==> src/rtl/load_store_unit_if.sv <==
// Data-memory bus between the load/store unit (master) and memory (slave).
// Master holds the request stable while mem_valid is high and mem_ready is low.
interface load_store_unit_if;
    logic        mem_valid;
    logic        mem_we;
    logic [31:0] mem_addr;
    logic [31:0] mem_wdata;
    logic [3:0]  mem_wstrb;
    logic [31:0] mem_rdata;
    logic        mem_ready;

    modport master (
        output mem_valid, mem_we, mem_addr, mem_wdata, mem_wstrb,
        input  mem_rdata, mem_ready
    );

    modport slave (
        input  mem_valid, mem_we, mem_addr, mem_wdata, mem_wstrb,
        output mem_rdata, mem_ready
    );
endinterface

==> src/rtl/load_store_unit.sv <==
// Load/store stage: one bus access per start, done 2 cycles after start on a zero-wait bus.
// Stalls while mem_ready is low, aborting with bus_err after BUS_TIMEOUT wait cycles.
module load_store_unit #(
    parameter int BUS_TIMEOUT = 255,
    parameter int TIMEOUT_W   = 8
) (
    input  logic                     clk,
    input  logic                     rst_n,
    input  logic                     start,
    input  logic                     is_load,
    input  logic                     is_store,
    input  logic [2:0]               funct3,
    input  logic [31:0]              address,
    input  logic [31:0]              store_data,
    load_store_unit_if.master        bus,
    output logic [31:0]              load_result,
    output logic                     done,
    output logic                     misaligned,
    output logic                     bus_err
);

    localparam logic [1:0] S_IDLE = 2'd0;
    localparam logic [1:0] S_REQ  = 2'd1;
    localparam logic [1:0] S_RESP = 2'd2;

    logic [1:0]           state;
    logic [TIMEOUT_W-1:0] wait_cnt;
    logic [TIMEOUT_W-1:0] wait_cnt_nxt;
    logic                 timeout_hit;

    logic                 op_load;
    logic [2:0]           op_f3;
    logic [1:0]           op_lane;

    logic                 req_byte;
    logic                 req_half;
    logic                 req_word;
    logic                 req_mis;
    logic [3:0]           req_strb;
    logic [31:0]          req_wdata;

    logic [7:0]           ld_byte;
    logic [15:0]          ld_half;
    logic [31:0]          ld_ext;

    // funct3[1:0] selects the width; 10 and 11 (incl. undefined codes) are word accesses.
    always_comb begin
        req_byte  = (funct3[1:0] == 2'b00);
        req_half  = (funct3[1:0] == 2'b01);
        req_word  = funct3[1];
        req_mis   = (req_half & address[0]) | (req_word & (address[1:0] != 2'b00));
        req_strb  = 4'b1111;
        req_wdata = store_data;
        if (req_byte) begin
            req_strb  = 4'b0001 << address[1:0];
            req_wdata = {4{store_data[7:0]}};
        end else if (req_half) begin
            req_strb  = 4'b0011 << address[1:0];
            req_wdata = {2{store_data[15:0]}};
        end
    end

    always_comb begin
        ld_byte = bus.mem_rdata[{op_lane, 3'b000} +: 8];
        ld_half = op_lane[1] ? bus.mem_rdata[31:16] : bus.mem_rdata[15:0];
        case (op_f3)
            3'b000:  ld_ext = {{24{ld_byte[7]}}, ld_byte};
            3'b100:  ld_ext = {24'd0, ld_byte};
            3'b001:  ld_ext = {{16{ld_half[15]}}, ld_half};
            3'b101:  ld_ext = {16'd0, ld_half};
            default: ld_ext = bus.mem_rdata;
        endcase
    end

    assign wait_cnt_nxt = wait_cnt + TIMEOUT_W'(1);
    assign timeout_hit  = (BUS_TIMEOUT != 0) && (wait_cnt_nxt == TIMEOUT_W'(BUS_TIMEOUT));

    always_ff @(posedge clk or negedge rst_n) begin
        if (!rst_n) begin
            state         <= S_IDLE;
            wait_cnt      <= '0;
            op_load       <= 1'b0;
            op_f3         <= 3'b000;
            op_lane       <= 2'b00;
            bus.mem_valid <= 1'b0;
            bus.mem_we    <= 1'b0;
            bus.mem_addr  <= 32'd0;
            bus.mem_wdata <= 32'd0;
            bus.mem_wstrb <= 4'b0000;
            load_result   <= 32'd0;
            done          <= 1'b0;
            misaligned    <= 1'b0;
            bus_err       <= 1'b0;
        end else begin
            done <= 1'b0;
            case (state)
                S_IDLE: begin
                    if (start && (is_load || is_store)) begin
                        op_load       <= is_load;
                        op_f3         <= funct3;
                        op_lane       <= address[1:0];
                        wait_cnt      <= '0;
                        bus_err       <= 1'b0;
                        bus.mem_addr  <= {address[31:2], 2'b00};
                        bus.mem_we    <= ~is_load;
                        bus.mem_wdata <= req_wdata;
                        bus.mem_wstrb <= is_load ? 4'b0000 : req_strb;
                        if (req_mis) begin
                            misaligned <= 1'b1;
                            done       <= 1'b1;
                            state      <= S_RESP;
                        end else begin
                            misaligned    <= 1'b0;
                            bus.mem_valid <= 1'b1;
                            state         <= S_REQ;
                        end
                    end
                end
                S_REQ: begin
                    if (bus.mem_ready) begin
                        if (op_load) begin
                            load_result <= ld_ext;
                        end
                        bus.mem_valid <= 1'b0;
                        done          <= 1'b1;
                        state         <= S_RESP;
                    end else if (timeout_hit) begin
                        bus.mem_valid <= 1'b0;
                        bus_err       <= 1'b1;
                        done          <= 1'b1;
                        state         <= S_RESP;
                    end else begin
                        wait_cnt <= wait_cnt_nxt;
                    end
                end
                S_RESP: begin
                    state <= S_IDLE;
                end
                default: begin
                    bus.mem_valid <= 1'b0;
                    state         <= S_IDLE;
                end
            endcase
        end
    end

endmodule

==> src/flat_wrapper.sv <==
// flat-port wrapper written by rule: the top's interface ports become plain ports
module load_store_unit_flat 
#(
    parameter int BUS_TIMEOUT = 255,
    parameter int TIMEOUT_W   = 8
)
  (clk, rst_n, start, is_load, is_store, funct3, address, store_data, load_result, done, misaligned, bus_err, bus_mem_valid, bus_mem_we, bus_mem_addr, bus_mem_wdata, bus_mem_wstrb, bus_mem_rdata, bus_mem_ready);
  load_store_unit_if bus_i ();
  input  logic clk;
  input  logic rst_n;
  input  logic start;
  input  logic is_load;
  input  logic is_store;
  input  logic [2:0] funct3;
  input  logic [31:0] address;
  input  logic [31:0] store_data;
  output logic [31:0] load_result;
  output logic done;
  output logic misaligned;
  output logic bus_err;
  output wire logic [$bits(bus_i.mem_valid)-1:0] bus_mem_valid;
  output wire logic [$bits(bus_i.mem_we)-1:0] bus_mem_we;
  output wire logic [$bits(bus_i.mem_addr)-1:0] bus_mem_addr;
  output wire logic [$bits(bus_i.mem_wdata)-1:0] bus_mem_wdata;
  output wire logic [$bits(bus_i.mem_wstrb)-1:0] bus_mem_wstrb;
  input wire logic [$bits(bus_i.mem_rdata)-1:0] bus_mem_rdata;
  input wire logic [$bits(bus_i.mem_ready)-1:0] bus_mem_ready;
  assign bus_mem_valid = bus_i.mem_valid;
  assign bus_mem_we = bus_i.mem_we;
  assign bus_mem_addr = bus_i.mem_addr;
  assign bus_mem_wdata = bus_i.mem_wdata;
  assign bus_mem_wstrb = bus_i.mem_wstrb;
  assign bus_i.mem_rdata = bus_mem_rdata;
  assign bus_i.mem_ready = bus_mem_ready;
  load_store_unit #(.BUS_TIMEOUT(BUS_TIMEOUT), .TIMEOUT_W(TIMEOUT_W)) u_core (.clk(clk), .rst_n(rst_n), .start(start), .is_load(is_load), .is_store(is_store), .funct3(funct3), .address(address), .store_data(store_data), .bus(bus_i), .load_result(load_result), .done(done), .misaligned(misaligned), .bus_err(bus_err));
endmodule
==> config.mk <==
export PLATFORM = sky130hd
export DESIGN_NAME = load_store_unit_flat
export DESIGN_NICKNAME = d
export VERILOG_FILES = /design/src/rtl/load_store_unit_if.sv /design/src/rtl/load_store_unit.sv /design/src/flat_wrapper.sv
export SDC_FILE = /design/constraint.sdc
export NUM_CORES = 1
export LEC_CHECK = 0
export CAP_MARGIN = 20
export CORE_MARGIN = 4
export CORE_UTILIZATION = 40
export CTS_CLUSTER_SIZE = 14
export DETAILED_ROUTE_END_ITERATION = 6
export GPL_ROUTABILITY_DRIVEN = 0
export HOLD_SLACK_MARGIN = 0.12
export PLACE_DENSITY = 0.85
export SLEW_MARGIN = 20
export SYNTH_ARGS = -nofsm -noshare
export SYNTH_HDL_FRONTEND = slang
export SYNTH_SLANG_ARGS = --single-unit
export TNS_END_PERCENT = 100
==> constraint.sdc <==
create_clock -name clk -period 2.1 [get_ports clk]
set_clock_uncertainty 0.2 [all_clocks]
set_input_delay 0.525 -clock clk [delete_from_list [all_inputs] [get_ports clk]]
set_output_delay 0.525 -clock clk [all_outputs]
set_load 0.01 [all_outputs]
==> impl_metrics.tcl <==
set metrics [dict create \
    boundaryPins 210 \
    drive_gt1_share_pct 13.31 \
    arrival_ps 2280 \
    wirelength_microns 17930 \
    clkTransAtPathRegs_ps 50 \
    hold_class "flop to flop" \
    cts-root-buf "clkbuf_16" \
    async_flop_share_pct 100.0 \
    grt_pass1_wl_microns 28340 \
    clock_sinks 119 \
    setup_viol 3 \
    ys.flop_type "dfrtp_1" \
    drc_errors 0 \
    synth_compound_area_share_pct 14.02 \
    synthXorXnorAreaFrac_pct 0.4515 \
    first_pass_iters 5 \
    cts_tree "done" \
    synth-simple-area-share_pct 20.20 \
    leakagePower_nw 4.270 \
    yosys.area.top_type_share_pct 53.72 \
    utilization_pct 66.48 \
    dp.cells 1015 \
    clk_path_buf_depth 2 \
    grt_util_all_layers_pct 22.56 \
    endpoint_kind "flop" \
    setup_slack_ps -86.89 \
    die_x_microns 125.7 \
    start_util_pct 41.36 \
    nets 977 \
    vias 5444 \
    htree_levels 4 \
    hpwlAfterDp_microns 13050 \
    muxShareOfSynthArea_pct 6.749 \
    die_height_microns 125.7 \
    routed_via_density 5.160 \
    detail-route-antenna-nets 0 \
    port_buffers 207 \
    placed_area_sq_um 8152 \
    synth_top_family_by_area "simple AND/OR/NAND/NOR gates" \
    cts_buffers 17 \
    crit_path_start "u_core.wait_cnt[0]" \
    grt_remaining_overflow 0 \
    grt_pass1_vias 5564 \
    clock_latency_ps 410 \
    antenna_found_initial 0 \
    ir_drop_uv 582.4 \
    stdcell_area_sq_um 8909 \
    startpoint_type "flop" \
    dr.first_iter.drc_count 352 \
    synthAdderAreaFrac_pct 1.354 \
    synth_warnings 0 \
    setup_tns_ps -220.4 \
    fmax_mhz 457.3 \
    layoutNonFillerInstCount 1055 \
    critical_path_required_ps 2190 \
    fp.dieArea_sq_um 15800 \
    path_class "flop to flop" \
    grt_setup_unrepaired "true" \
    total_power_mw 9.917 \
    critPathMaxFanout 4 \
    min_from "u_core.bus.mem_wdata[25]" \
    synth.largest_area_cell "dfrtp_1" \
    report.final.hold_viol_count 0 \
    r2r-start "u_core.wait_cnt[0]" \
    yosysSeqAreaShare_pct 53.72 \
    synth_edf_count 0 \
    ys_types 45 \
    maxSlewViolCount 0 \
    status "finished, violations left" \
    grt_max_degree 70 \
    n_fill_cell 1053 \
    core_sq_um 13400 \
    place_ws_ps -403.9 \
    rows 42 \
    synth_area_leaders "dfrtp_1 54%, nand2_1 14%, o21ai_0 5.4%" \
    period_share_pct 104.1 \
    syn_area_sq_um 5543 \
    cap_violations 0 \
    area_growth_syn_to_layout_pct 60.72 \
    fin_crit_ps 2187 \
    hold_ws_ps 272.0 \
    power_density_nw_per_um2 1113 \
    violations "negative setup slack" \
    wl_per_cell_microns 16.99 \
    num_antenna_cells 0 \
    synth_area_per_cell_sq_um 8.911 \
    syn_inst 622 \
    synth_seq_cells 119 \
]
-- cell type report --
cell class / count / area, sq um / share of cell area [%]
multi-input cells: 459 / 2472 / 27.75
well taps: 176 / 220.2 / 2.472
flip-flops and latches: 119 / 2978 / 33.43
repair buffers: 263 / 2665 / 29.92
inverters: 6 / 22.52 / 0.2528
clock inverters: 13 / 107.6 / 1.208
clock buffers: 19 / 442.9 / 4.972
-- report_power, final --
part	leakage (nW)	switching, mW	total [mW]	internal (mW)
Clock	0.264	1.04	2.68	1.64
Sequential	1.48	0.464	3.50	3.04
Combinational	2.52	1.73	3.73	2.00
Total	4.27	3.23	9.92	6.68
-- cell usage after synthesis, types with 2 or more instances --
| master | number |
|---|---|
| a211oi_1 | 3 |
| a21o_1 | 2 |
| a21oi_1 | 38 |
| a31oi_1 | 9 |
| and2_1 | 2 |
| and3_1 | 2 |
| and3_2 | 2 |
| buf_1 | 5 |
| buf_2 | 2 |
| buf_4 | 3 |
| clkbuf_1 | 28 |
| dfrtp_1 | 119 |
| ha_1 | 6 |
| inv_1 | 6 |
| mux2_2 | 9 |
| mux2i_1 | 25 |
| nand2_1 | 206 |
| nand2b_1 | 4 |
| nand3_1 | 5 |
| nand4_1 | 2 |
| nor2_1 | 38 |
| nor2b_1 | 4 |
| nor3_1 | 8 |
| o21ai_0 | 60 |
| o21ai_1 | 2 |
| o22ai_1 | 7 |
| o31ai_1 | 7 |
-- cells by family (layout without fill, tap and decap cells) --
| kind of cell | Yosys count | in the layout |
|---|---|---|
| flops | 119 | 119 |
| compound gates | 136 | 136 |
| other cells | 1 | 2 |
| simple gates | 278 | 278 |
| buf+inv | 45 | 301 |
| mux | 35 | 35 |
| fa+ha+maj | 6 | 6 |
| xor+xnor | 2 | 2 |
-- placed cells by master, fill, tap and decap left out, types with 3 or more instances in the layout --
master | synthesis | layout
nand2_1 | 206 | 206
clkdlybuf4s50_1 | 0 | 183
dfrtp_1 | 119 | 119
o21ai_0 | 60 | 58
buf_4 | 3 | 42
nor2_1 | 38 | 37
a21oi_1 | 38 | 34
mux2i_1 | 25 | 25
dlymetal6s2s_1 | 0 | 21
clkbuf_16 | 0 | 17
mux2_2 | 9 | 9
a31oi_1 | 9 | 8
buf_12 | 0 | 8
nor3_1 | 8 | 7
o22ai_1 | 7 | 7
inv_1 | 6 | 6
o31ai_1 | 7 | 6
clkinv_2 | 0 | 6
buf_6 | 1 | 6
nand3_1 | 5 | 5
ha_1 | 6 | 5
o21ai_1 | 2 | 4
a21oi_2 | 0 | 4
nor2b_1 | 4 | 4
clkinvlp_4 | 0 | 4
nand2b_1 | 4 | 3
a211oi_1 | 3 | 3
-- worst max-delay path, stage by stage, from the launching register on --
cell and delay [ps]:
dfrtp_1 380, ha_2 200, buf_6 110, xor2_1 180
nand4_1 210, o41ai_4 280, buf_4 210, nor3_2 40
a211o_1 260
-- final timing paths --
path,end,slack (ps),cells after the start
hold reg to reg,u_core.bus.mem_wdata[25],270,2
max in group asynchronous,u_core.bus.mem_addr[25],700,3
setup reg to reg,u_core.wait_cnt[4],-90,8
setup / recovery,u_core.wait_cnt[4],-90,8
min in group asynchronous,u_core.load_result[21],400,2
hold / removal,u_core.bus.mem_wdata[25],270,2
-- routing by layer --
layer | wire length, microns | vias to the layer above | track usage [%]
li1 | - | 2586 | -
met1 | 6596 | 2522 | 25.56
met2 | 8628 | 295 | 36.66
met3 | 2120 | 41 | 9.738
met4 | 580 | 0 | 10.97
met5 | 0 | - | 0
-- flip-flops by register name (all words and copies together) (netlist names) --
signal                count
u_core.bus.mem_addr      30
u_core.bus.mem_valid      1
u_core.bus.mem_wdata     32
u_core.bus.mem_we         1
u_core.bus.mem_wstrb      4
u_core.bus_err            1
u_core.done               1
u_core.load_result       32
u_core.misaligned         1
u_core.op_f3              3
u_core.op_lane            2
u_core.op_load            1
u_core.state              2
u_core.wait_cnt           8
-- repair_timing --
| action | CTS | global route |
|---|---|---|
| pin swaps | 5 | 4 |
| hold buffers | 1 | 0 |
| cloned | 0 | 1 |
| endpoints found under the hold margin | 26 | 0 |
| buffers inserted | 6 | 1 |
| resized for setup | 8 | 37 |
| endpoints found under the setup margin | 9 | 45 |
Note: power is estimated with default switching activity, not from simulation.
